`config.mk`:
```
export PLATFORM = sky130hd
export DESIGN_NAME = bram_fifo_ctrl
export DESIGN_NICKNAME = d
export VERILOG_FILES = /design/src/rtl/bram_fifo_ctrl.sv
export SDC_FILE = /design/constraint.sdc
export NUM_CORES = 1
export LEC_CHECK = 0
export CORE_MARGIN = 2
export CORE_UTILIZATION = 25
export CTS_CLUSTER_DIAMETER = 100
export DETAILED_ROUTE_END_ITERATION = 16
export GPL_ROUTABILITY_DRIVEN = 0
export PLACE_DENSITY = 0.58
export SLEW_MARGIN = 20
export SYNTH_ARGS = -nofsm -noshare
export SYNTH_HDL_FRONTEND = slang
export SYNTH_SLANG_ARGS = --single-unit
```
`constraint.sdc`:
```
create_clock -name clk -period 11.4 [get_ports clk]
set_clock_uncertainty 0.15 [all_clocks]
set_input_delay 2.85 -clock clk [delete_from_list [all_inputs] [get_ports clk]]
set_output_delay 2.85 -clock clk [all_outputs]
set_load 0.01 [all_outputs]
```
`src/rtl/bram_fifo_ctrl.sv`:
```
// FIFO controller for an external dual-port block RAM (1-cycle read) with a 2-entry output buffer.
// Optional feature: define BRAM_FIFO_PARITY_CHK_EN to generate write parity and check read parity.
`timescale 1ns/1ps
module bram_fifo_ctrl #(
   parameter int ADDR_W = 9
) (
   input  logic              clk,
   input  logic              rst_n,
   input  logic              flush,
   input  logic [15:0]       in_data,
   input  logic              in_valid,
   output logic              in_ready,
   output logic [15:0]       out_data,
   output logic              out_valid,
   input  logic              out_ready,
   output logic [ADDR_W+1:0] level,
   output logic [9:0]        addra,
   output logic [15:0]       dia,
   output logic [1:0]        dipa,
   output logic              ena,
   output logic              wea,
   output logic [9:0]        addrb,
   output logic              enb,
   input  logic [15:0]       dob,
   input  logic [1:0]        dopb,
   output logic              par_err,
   output logic              par_err_stky
);

   localparam int              DEPTH = 1 << ADDR_W;
   localparam logic [ADDR_W:0] FULL  = (ADDR_W+1)'(DEPTH);

   logic [ADDR_W-1:0] wr_ptr;
   logic [ADDR_W-1:0] rd_ptr;
   logic [ADDR_W:0]   ram_cnt;
   logic [ADDR_W:0]   ram_cnt_nxt;
   logic              rd_pend;
   logic              rd_pend_nxt;
   logic [1:0]        ob_cnt;
   logic [1:0]        ob_cnt_nxt;
   logic              ob_head;
   logic [15:0]       ob_mem [2];
   logic [2:0]        ob_occ;
   logic              push;
   logic              pop;
   logic              issue;
   logic              capture;

   // Handshakes. Writes are held off while reset is asserted so the RAM port stays idle.
   assign in_ready  = (ram_cnt != FULL);
   assign push      = in_valid & in_ready & ~flush & rst_n;
   assign out_valid = (ob_cnt != 2'd0);
   assign out_data  = ob_mem[ob_head];
   assign pop       = out_valid & out_ready & ~flush;

   // A read is only launched when its data is sure to find a free output-buffer slot.
   assign ob_occ  = {1'b0, ob_cnt} + {2'b00, rd_pend};
   assign issue   = (ram_cnt != '0) & ~flush & (ob_occ < (3'd2 + 3'(pop)));
   assign capture = rd_pend & ~flush;

   assign ena   = push;
   assign wea   = push;
   assign addra = 10'(wr_ptr);
   assign dia   = in_data;
   assign enb   = issue;
   assign addrb = 10'(rd_ptr);

   // NOTE: combinational logic uses blocking assignments and gives every output a default
   // first, so no path leaves a signal unassigned and no latch is inferred.
   always_comb begin
      ram_cnt_nxt = ram_cnt;
      rd_pend_nxt = issue;
      ob_cnt_nxt  = ob_cnt;
      if (flush) begin
         ram_cnt_nxt = '0;
         rd_pend_nxt = 1'b0;
         ob_cnt_nxt  = 2'd0;
      end else begin
         ram_cnt_nxt = ram_cnt + (ADDR_W+1)'(push) - (ADDR_W+1)'(issue);
         ob_cnt_nxt  = ob_cnt + 2'(capture) - 2'(pop);
      end
   end

   // NOTE: sequential state uses non-blocking assignments so every register samples
   // pre-edge values regardless of statement order.
   always_ff @(posedge clk or negedge rst_n) begin
      if (!rst_n) begin
         wr_ptr  <= '0;
         rd_ptr  <= '0;
         ram_cnt <= '0;
         rd_pend <= 1'b0;
         ob_cnt  <= 2'd0;
         ob_head <= 1'b0;
         level   <= '0;
      end else begin
         ram_cnt <= ram_cnt_nxt;
         rd_pend <= rd_pend_nxt;
         ob_cnt  <= ob_cnt_nxt;
         level   <= (ADDR_W+2)'(ram_cnt_nxt) + (ADDR_W+2)'(rd_pend_nxt)
                  + (ADDR_W+2)'(ob_cnt_nxt);
         if (flush) begin
            wr_ptr  <= '0;
            rd_ptr  <= '0;
            ob_head <= 1'b0;
         end else begin
            if (push)  wr_ptr  <= wr_ptr + ADDR_W'(1);
            if (issue) rd_ptr  <= rd_ptr + ADDR_W'(1);
            if (pop)   ob_head <= ~ob_head;
         end
      end
   end

   // NOTE: the two output-buffer words are reset so out_data reads 0 out of reset;
   // the block RAM behind the FIFO is never cleared and its contents are never trusted.
   always_ff @(posedge clk or negedge rst_n) begin
      if (!rst_n) begin
         ob_mem[0] <= '0;
         ob_mem[1] <= '0;
      end else if (capture) begin
         ob_mem[ob_head ^ ob_cnt[0]] <= dob;
      end
   end

`ifdef BRAM_FIFO_PARITY_CHK_EN
   logic par_mis;

   // Odd parity per byte: the parity bit makes the 9-bit group hold an odd number of ones.
   assign dipa    = {~^in_data[15:8], ~^in_data[7:0]};
   assign par_mis = (dopb != {~^dob[15:8], ~^dob[7:0]});

   always_ff @(posedge clk or negedge rst_n) begin
      if (!rst_n) begin
         par_err      <= 1'b0;
         par_err_stky <= 1'b0;
      end else begin
         par_err <= capture & par_mis;
         if (flush)                  par_err_stky <= 1'b0;
         else if (capture & par_mis) par_err_stky <= 1'b1;
      end
   end
`else
   logic unused_dopb;

   assign dipa         = 2'b00;
   assign par_err      = 1'b0;
   assign par_err_stky = 1'b0;
   assign unused_dopb  = ^dopb;
`endif

   // Structural invariants of the pointer/count scheme.
   a_no_collision : assert property (@(posedge clk) disable iff (!rst_n)
      !(ena && enb && (addra == addrb)));
   a_cnt_bound : assert property (@(posedge clk) disable iff (!rst_n)
      ram_cnt <= FULL);
   a_ob_room : assert property (@(posedge clk) disable iff (!rst_n)
      !(capture && (ob_cnt == 2'd2)));

endmodule
```
==> results of run 1 <==
==> layout make-up <==
type | count | area [sq um]
Tap cell | 216 | 270
Timing Repair Buffer | 72 | 713
Clock inverter | 7 | 68.8
Sequential cell | 75 | 1880
Clock buffer | 9 | 225
Inverter | 24 | 90.1
Fill cell | 1652 | 10800
Multi-Input combinational cell | 230 | 1890
==> worst reg2reg max path, delay by kind of cell, from the launching register on <==
family | cells | cell delay (ns)
adders and majority gates | 5 | 1.40
buffers and inverters | 4 | 0.33
xor gates and xnor gates | 1 | 0.16
AOI/OAI and AO/OA | 1 | 0.10
and+or+nand+nor | 7 | 1.73
DFF | 1 | 0.39
==> flip-flops by register name (all words and copies together), names as in the netlist <==
register and flops:
ob_head 1, ram_cnt 10, ob_mem 32, ob_cnt 2, level 11, rd_pend 1
wr_ptr 9, rd_ptr 9
==> per-layer routing <==
metal  vias up  share of wire, %  GRT usage, %
met3        12               4.9          3.28
li1       1313                 -             -
met1      1347                44          12.6
met4         0               1.6          3.80
met5         -                 0             0
met2        58                49          17.7
==> layout by cell type (no fill, tap or decap), types with 8 or more instances in the layout <==
cell / n
o21ai_0: 8
xnor2_1: 9
nand2_1: 13
nor2_1: 25
ha_1: 22
inv_1: 24
dfrtp_1: 75
xor2_1: 16
nand4_1: 10
mux2_2: 50
clkbuf_16: 9
clkdlybuf4s50_1: 69
a21oi_1: 8
==> power by group through the flow <==
stage / sequential (uW) / combinational, uW / clock (uW)
2_1_floorplan: 419 / 477 / 0
3_3_place_gp: 430 / 678 / 0
3_5_place_dp: 436 / 690 / 0
4_1_cts: 432 / 698 / 295
5_1_grt: 443 / 762 / 306
6_report: 430 / 685 / 284
==> stage by stage <==
step                      area, sq um  setup slack, ns
final                            5130             3.56
after global routing             5130             3.44
after CTS                        5130             3.53
after detailed placement         4840             3.54
after global placement           4840             3.58
after floorplan                  4090             4.61
==> worst paths after layout <==
check                           start          to  slack (ns)  cells after the start
hold / removal              wr_ptr[8]   wr_ptr[8]        0.34                      1
setup reg to reg           ram_cnt[3]    level[9]        7.01                     18
min in group asynchronous       rst_n    level[4]        2.14                      1
hold reg to reg             wr_ptr[8]   wr_ptr[8]        0.34                      1
setup / recovery                flush         ena        3.56                      4
max in group asynchronous       rst_n  ob_mem[25]        7.84                      2
==> kinds of logic after synthesis <==
family | share of synthesized area (%)
simple gates | 12.0
flops | 46.1
buf+inv | 8.12
mux | 14.2
compound gates | 5.84
fa+ha+maj | 8.24
xor+xnor | 5.38
other cells | 0.0921
==> flow_results.xml, run 1 <==
<?xml version="1.0" encoding="UTF-8"?>
<metrics>
  <group name="status">
    <metric name="status" unit="">completed</metric>
  </group>
  <group name="power_and_ir_drop">
    <metric name="power_frac_comb" unit="%">49.0</metric>
    <metric name="power.ir.vdd_worst" unit="mV">0.103</metric>
    <metric name="clockPowerShare" unit="%">20.3</metric>
    <metric name="total_power" unit="uW">1400</metric>
    <metric name="p_switching" unit="uW">497</metric>
    <metric name="total_leakage_power" unit="uW">0.00224</metric>
    <metric name="cellInternalPower" unit="uW">901</metric>
    <metric name="switching_power_as_a_share_of_total_power" unit="%">35.5</metric>
    <metric name="power.density" unit="nW/um^2">272</metric>
    <metric name="sequentialPowerShare" unit="%">30.7</metric>
  </group>
  <group name="clock_tree">
    <metric name="tritoncts" unit="">yes</metric>
    <metric name="h_tree_lvl_count" unit="">3</metric>
    <metric name="root_buffer" unit="">clkbuf_16</metric>
    <metric name="path_clk_slew" unit="ns">0.06</metric>
    <metric name="cts-buffers-inserted" unit="">9</metric>
    <metric name="numClockSinks" unit="">75</metric>
    <metric name="worst_skew_pair.late_latency" unit="ns">0.34</metric>
    <metric name="ctsLongestPathBuffers" unit="">2</metric>
    <metric name="cts-resized-gates" unit="">0</metric>
    <metric name="post_cts_buffers" unit="">0</metric>
    <metric name="postCtsHoldBufs" unit="">0</metric>
  </group>
  <group name="finish">
    <metric name="synthToLayoutAreaGrowth" unit="%">26.1</metric>
    <metric name="nets_finish" unit="">476</metric>
    <metric name="final_standard_cell_utilization_of_the_core" unit="%">32.3</metric>
    <metric name="layout-drive-gt1-share" unit="%">19.4</metric>
    <metric name="antenna-diode-count" unit="">0</metric>
    <metric name="final_cell_count_no_fill" unit="">633</metric>
  </group>
  <group name="synth">
    <metric name="post-synth-top-area-cell" unit="">dfrtp_1</metric>
    <metric name="synth.top_cell.area_share" unit="%">46.1</metric>
    <metric name="yosys-top-cells-area" unit="">dfrtp_1 (46%), mux2_2 (14%), ha_1 (6.8%)</metric>
    <metric name="synth.distinct_cells" unit="">49</metric>
    <metric name="synth_edf_count" unit="">0</metric>
    <metric name="synth.most_common_cell" unit="">dfrtp_1</metric>
    <metric name="synth_flop_cell" unit="">dfrtp_1</metric>
    <metric name="synthesis.area_per_instance" unit="sq um">11.3</metric>
    <metric name="synthesis.yosys.warnings" unit="">0</metric>
    <metric name="async_reset_ff_share" unit="%">100</metric>
    <metric name="number_of_synthesized_register_bits" unit="">75</metric>
    <metric name="yosysSeqAreaShare" unit="%">46.1</metric>
    <metric name="cells_after_synth" unit="">359</metric>
    <metric name="post_synth_most_frequent_cells" unit="">dfrtp_1 (75), mux2_2 (50), nor2_1 (26), buf_4 (24), inv_1 (24)</metric>
    <metric name="post_synth_instance_area" unit="sq um">4070</metric>
  </group>
  <group name="timing">
    <metric name="slew_headroom" unit="%">35.5</metric>
    <metric name="rsz0062_at_grt" unit="">no</metric>
    <metric name="share_of_the_clock_period_used_by_the_worst_path_after_layout" unit="%">68.8</metric>
    <metric name="finalSetupViolations" unit="">0</metric>
    <metric name="setup_total_negative_slack" unit="ns">0</metric>
    <metric name="finalCriticalPeriod" unit="ns">7.84</metric>
    <metric name="upper_clock_frequency_limit" unit="MHz">128</metric>
    <metric name="worstMarginPinSlew" unit="ns">0.967</metric>
    <metric name="timing.final.max_slew_violations" unit="">0</metric>
    <metric name="whs" unit="ns">0.342</metric>
    <metric name="timing.final.hold_violations" unit="">0</metric>
  </group>
  <group name="critical_path">
    <metric name="worst-setup-path-type" unit="">input pin to output port</metric>
    <metric name="cp.buffers_inverters" unit="">3</metric>
    <metric name="arrival_time_reported_for_the_critical_path_endpoint" unit="ns">4.84</metric>
    <metric name="crit_family" unit="">buffers and inverters</metric>
    <metric name="cp_common_cell" unit="">clkdlybuf4s50_1</metric>
    <metric name="cp_cell_sequence" unit="">clkdlybuf4s50_1, buf_4, and4b_1, clkdlybuf4s50_1</metric>
    <metric name="crit_fanout" unit="">38</metric>
    <metric name="end_kind" unit="">output port</metric>
    <metric name="cp_slowest_cell" unit="">and4b_1</metric>
    <metric name="timing.critical_path.slowest_cell_delay" unit="ns">0.68</metric>
    <metric name="critical_path.startpoint_type" unit="">input pin</metric>
    <metric name="required" unit="ns">8.40</metric>
  </group>
  <group name="floorplanning">
    <metric name="chipHeight" unit="microns">132</metric>
    <metric name="fp.coreArea" unit="sq um">15900</metric>
    <metric name="floorplan.die_area" unit="sq um">17300</metric>
    <metric name="ioPinCount" unit="">111</metric>
    <metric name="die_width" unit="microns">132</metric>
    <metric name="rows" unit="">46</metric>
    <metric name="starting_utilization_of_the_core_area" unit="%">25.6</metric>
  </group>
  <group name="route">
    <metric name="vias" unit="">2730</metric>
    <metric name="viasPerCell" unit="">4.31</metric>
    <metric name="drt_wl_total" unit="microns">8590</metric>
    <metric name="number_of_search_and_repair_iterations_in_the_first_detailed_routing_pass" unit="">4</metric>
    <metric name="wl_per_cell" unit="microns">13.6</metric>
    <metric name="dr_drc_count" unit="">0</metric>
    <metric name="drtIter0Drc" unit="">77</metric>
    <metric name="ant_nets" unit="">0</metric>
  </group>
  <group name="placement">
    <metric name="placedCellCount" unit="">617</metric>
    <metric name="dp_hpwl" unit="microns">5940</metric>
    <metric name="port_buffers" unit="">70</metric>
  </group>
  <group name="global_routing">
    <metric name="number_of_global_route_vias_before_repair" unit="">2842</metric>
    <metric name="antenna_found_initial" unit="">0</metric>
    <metric name="overflow" unit="">0</metric>
    <metric name="grt_pass1_wl" unit="microns">14500</metric>
    <metric name="grt_usage" unit="%">10.5</metric>
    <metric name="pin_count_of_the_biggest_net_entering_global_routing" unit="">75</metric>
  </group>
  <group name="worst_hold_path">
    <metric name="hold_path.class" unit="">flip-flop to flip-flop</metric>
  </group>
  <group name="flow_run">
    <metric name="maxCapViolCount" unit="">0</metric>
  </group>
</metrics>
(Power assumes the default switching activity.)
==> inputs of run 2 (changes only) <==
--- a/config.mk
+++ b/config.mk
@@ -10,7 +10,7 @@
 export CTS_CLUSTER_DIAMETER = 100
 export DETAILED_ROUTE_END_ITERATION = 16
 export GPL_ROUTABILITY_DRIVEN = 0
-export PLACE_DENSITY = 0.58
+export PLACE_DENSITY = 0.6
 export SLEW_MARGIN = 20
 export SYNTH_ARGS = -nofsm -noshare
 export SYNTH_HDL_FRONTEND = slang
==> constraint.sdc (replaced) <==
create_clock -name clk -period 7.2 [get_ports clk]
set_clock_uncertainty 0.15 [all_clocks]
set_input_delay 1.8 -clock clk [delete_from_list [all_inputs] [get_ports clk]]
set_output_delay 1.8 -clock clk [all_outputs]
set_load 0.01 [all_outputs]
==> flow_results.xml, run 2 (synthesized netlist as in run 1, its figures left out) <==
<?xml version="1.0" encoding="UTF-8"?>
<metrics>
  <group name="floorplanning">
    <metric name="die_width" unit="microns">132</metric>
    <metric name="ioPinCount" unit="">111</metric>
    <metric name="floorplan.die_area" unit="sq um">17300</metric>
    <metric name="rows" unit="">46</metric>
    <metric name="chipHeight" unit="microns">132</metric>
    <metric name="starting_utilization_of_the_core_area" unit="%">25.6</metric>
    <metric name="fp.coreArea" unit="sq um">15900</metric>
  </group>
  <group name="clock_tree">
    <metric name="path_clk_slew" unit="ns">0.06</metric>
    <metric name="cts-buffers-inserted" unit="">9</metric>
    <metric name="ctsLongestPathBuffers" unit="">2</metric>
    <metric name="h_tree_lvl_count" unit="">3</metric>
    <metric name="root_buffer" unit="">clkbuf_16</metric>
    <metric name="post_cts_buffers" unit="">0</metric>
    <metric name="numClockSinks" unit="">75</metric>
    <metric name="tritoncts" unit="">yes</metric>
    <metric name="postCtsHoldBufs" unit="">0</metric>
    <metric name="cts-resized-gates" unit="">0</metric>
    <metric name="worst_skew_pair.late_latency" unit="ns">0.34</metric>
  </group>
  <group name="critical_path">
    <metric name="arrival_time_reported_for_the_critical_path_endpoint" unit="ns">3.74</metric>
    <metric name="timing.critical_path.slowest_cell_delay" unit="ns">0.75</metric>
    <metric name="cp_common_cell" unit="">clkdlybuf4s50_1</metric>
    <metric name="end_kind" unit="">output port</metric>
    <metric name="crit_fanout" unit="">16</metric>
    <metric name="cp_cell_sequence" unit="">clkdlybuf4s50_1, and4b_1, clkdlybuf4s50_1</metric>
    <metric name="crit_family" unit="">buffers and inverters</metric>
    <metric name="worst-setup-path-type" unit="">input pin to output port</metric>
    <metric name="timing.rr.start" unit="">ram_cnt[3]</metric>
    <metric name="cp_slowest_cell" unit="">and4b_1</metric>
    <metric name="required" unit="ns">5.25</metric>
    <metric name="rr_endpoint" unit="">level[9]</metric>
    <metric name="critical_path.startpoint_type" unit="">input pin</metric>
    <metric name="cp.buffers_inverters" unit="">2</metric>
    <metric name="ff2ff_setup_slack" unit="ns">2.72</metric>
    <metric name="rr_worst_depth" unit="">18</metric>
  </group>
  <group name="timing">
    <metric name="rsz0062_at_grt" unit="">no</metric>
    <metric name="timing.final.hold_violations" unit="">0</metric>
    <metric name="upper_clock_frequency_limit" unit="MHz">176</metric>
    <metric name="slew_headroom" unit="%">36.2</metric>
    <metric name="post-route-worst-setup-slack" unit="ns">1.51</metric>
    <metric name="share_of_the_clock_period_used_by_the_worst_path_after_layout" unit="%">79.1</metric>
    <metric name="timing.final.max_slew_violations" unit="">0</metric>
    <metric name="finalCriticalPeriod" unit="ns">5.69</metric>
    <metric name="finalSetupViolations" unit="">0</metric>
    <metric name="worstMarginPinSlew" unit="ns">0.953</metric>
    <metric name="setup_total_negative_slack" unit="ns">0</metric>
  </group>
  <group name="worst_hold_path">
    <metric name="hold_path.class" unit="">flip-flop to flip-flop</metric>
    <metric name="holdPathEnd" unit="">wr_ptr[8]</metric>
    <metric name="holdCritStartpoint" unit="">wr_ptr[8]</metric>
    <metric name="hold_depth" unit="">1</metric>
  </group>
  <group name="global_routing">
    <metric name="grt_pass1_wl" unit="microns">14100</metric>
    <metric name="overflow" unit="">0</metric>
    <metric name="antenna_found_initial" unit="">0</metric>
    <metric name="number_of_global_route_vias_before_repair" unit="">2723</metric>
    <metric name="pin_count_of_the_biggest_net_entering_global_routing" unit="">76</metric>
    <metric name="grt_usage" unit="%">10.3</metric>
  </group>
  <group name="placement">
    <metric name="dp_hpwl" unit="microns">5860</metric>
    <metric name="dpl_worst_slack" unit="ns">1.27</metric>
    <metric name="placedCellCount" unit="">617</metric>
    <metric name="port_buffers" unit="">70</metric>
  </group>
  <group name="finish">
    <metric name="final.fill_count" unit="">1596</metric>
    <metric name="layout-drive-gt1-share" unit="%">19.4</metric>
    <metric name="layout.cells.most_common_list" unit="">dfrtp_1 (75), clkdlybuf4s50_1 (69), mux2_2 (50)</metric>
    <metric name="final_cell_count_no_fill" unit="">633</metric>
    <metric name="largest_reg_flops" unit="">32</metric>
    <metric name="largest_registers" unit="">ob_mem x32, level x11, ram_cnt x10</metric>
    <metric name="largest-register" unit="">ob_mem</metric>
    <metric name="synthToLayoutAreaGrowth" unit="%">27.5</metric>
    <metric name="antenna-diode-count" unit="">0</metric>
    <metric name="nets_finish" unit="">477</metric>
    <metric name="multi_input_area" unit="sq um">1890</metric>
    <metric name="register_area" unit="sq um">1880</metric>
    <metric name="final_standard_cell_utilization_of_the_core" unit="%">32.7</metric>
    <metric name="layout.cells.most_common" unit="">dfrtp_1</metric>
  </group>
  <group name="power_and_ir_drop">
    <metric name="power.density" unit="nW/um^2">435</metric>
    <metric name="power.ir.vdd_worst" unit="mV">0.158</metric>
    <metric name="total_power" unit="uW">2260</metric>
    <metric name="total_leakage_power" unit="uW">0.00227</metric>
  </group>
  <group name="route">
    <metric name="drt_wl_total" unit="microns">8690</metric>
    <metric name="drtIter0Drc" unit="">84</metric>
    <metric name="vias" unit="">2780</metric>
    <metric name="ant_nets" unit="">0</metric>
    <metric name="number_of_search_and_repair_iterations_in_the_first_detailed_routing_pass" unit="">4</metric>
    <metric name="viasPerCell" unit="">4.39</metric>
    <metric name="dr_drc_count" unit="">0</metric>
    <metric name="wl_per_cell" unit="microns">13.7</metric>
  </group>
  <group name="status">
    <metric name="status" unit="">completed</metric>
  </group>
  <group name="flow_run">
    <metric name="maxCapViolCount" unit="">0</metric>
  </group>
</metrics>
-- run 2: worst max path at each step --
| stage | depth (start not counted) | from | endpoint | slack [ns] |
|---|---|---|---|---|
| floorplan | 16 | out_ready | level[9] | 2.32 |
| global placement | 17 | out_ready | level[9] | 1.34 |
| detailed placement | 17 | out_ready | level[9] | 1.27 |
| CTS | 3 | flush | wea | 1.47 |
| global route | 17 | out_ready | level[9] | 1.21 |
| finish | 3 | flush | wea | 1.51 |
-- run 2: layer usage --
metal / routed length [microns] / vias to the layer above / share of wire, % / track usage [%]
li1: - / 1311 / - / -
met1: 4110 / 1380 / 47 / 13.0
met2: 3990 / 74 / 46 / 16.4
met3: 409 / 15 / 4.7 / 2.66
met4: 175 / 0 / 2.0 / 4.83
met5: 0 / - / 0 / 0
-- run 2: power by group --
| group | switching (uW) | internal, uW | total (uW) | leakage (uW) |
|---|---|---|---|---|
| clock network | 175 | 320 | 496 | 0.000162 |
| logic | 503 | 579 | 1080 | 0.00116 |
| registers | 99.4 | 581 | 681 | 0.000954 |
| total | 778 | 1480 | 2260 | 0.00227 |
-- run 2: area by class of cell --
cell class,count,share of cell area [%]
inverters,24,1.74
flip-flops and latches,75,36.2
repair buffers,73,14.3
multi-input cells,230,36.3
well taps,216,5.21
clock buffers,11,4.87
clock inverters,4,1.42
-- run 2: worst register-to-register path, stage by stage, from the launching register on --
cell and delay, ns:
dfrtp_1 0.39, inv_1 0.09, ha_1 0.15, nor4bb_1 0.43
nand3_1 0.16, nand3_1 0.28, inv_1 0.13, ha_1 0.30
inv_1 0.06, ha_1 0.17, inv_1 0.06, fa_1 0.48
nor2_1 0.07, ha_1 0.31, a21o_1 0.10, nand2_1 0.08
nor4_1 0.57, nand4_1 0.21, xnor2_1 0.16
-- run 2: through the flow --
stage               hold slack, ns  instance area (sq um)
floorplan                    0.325                   4090
global placement             0.328                   4840
detailed placement           0.340                   4840
CTS                          0.348                   5160
global route                 0.362                   5190
finish                       0.346                   5190
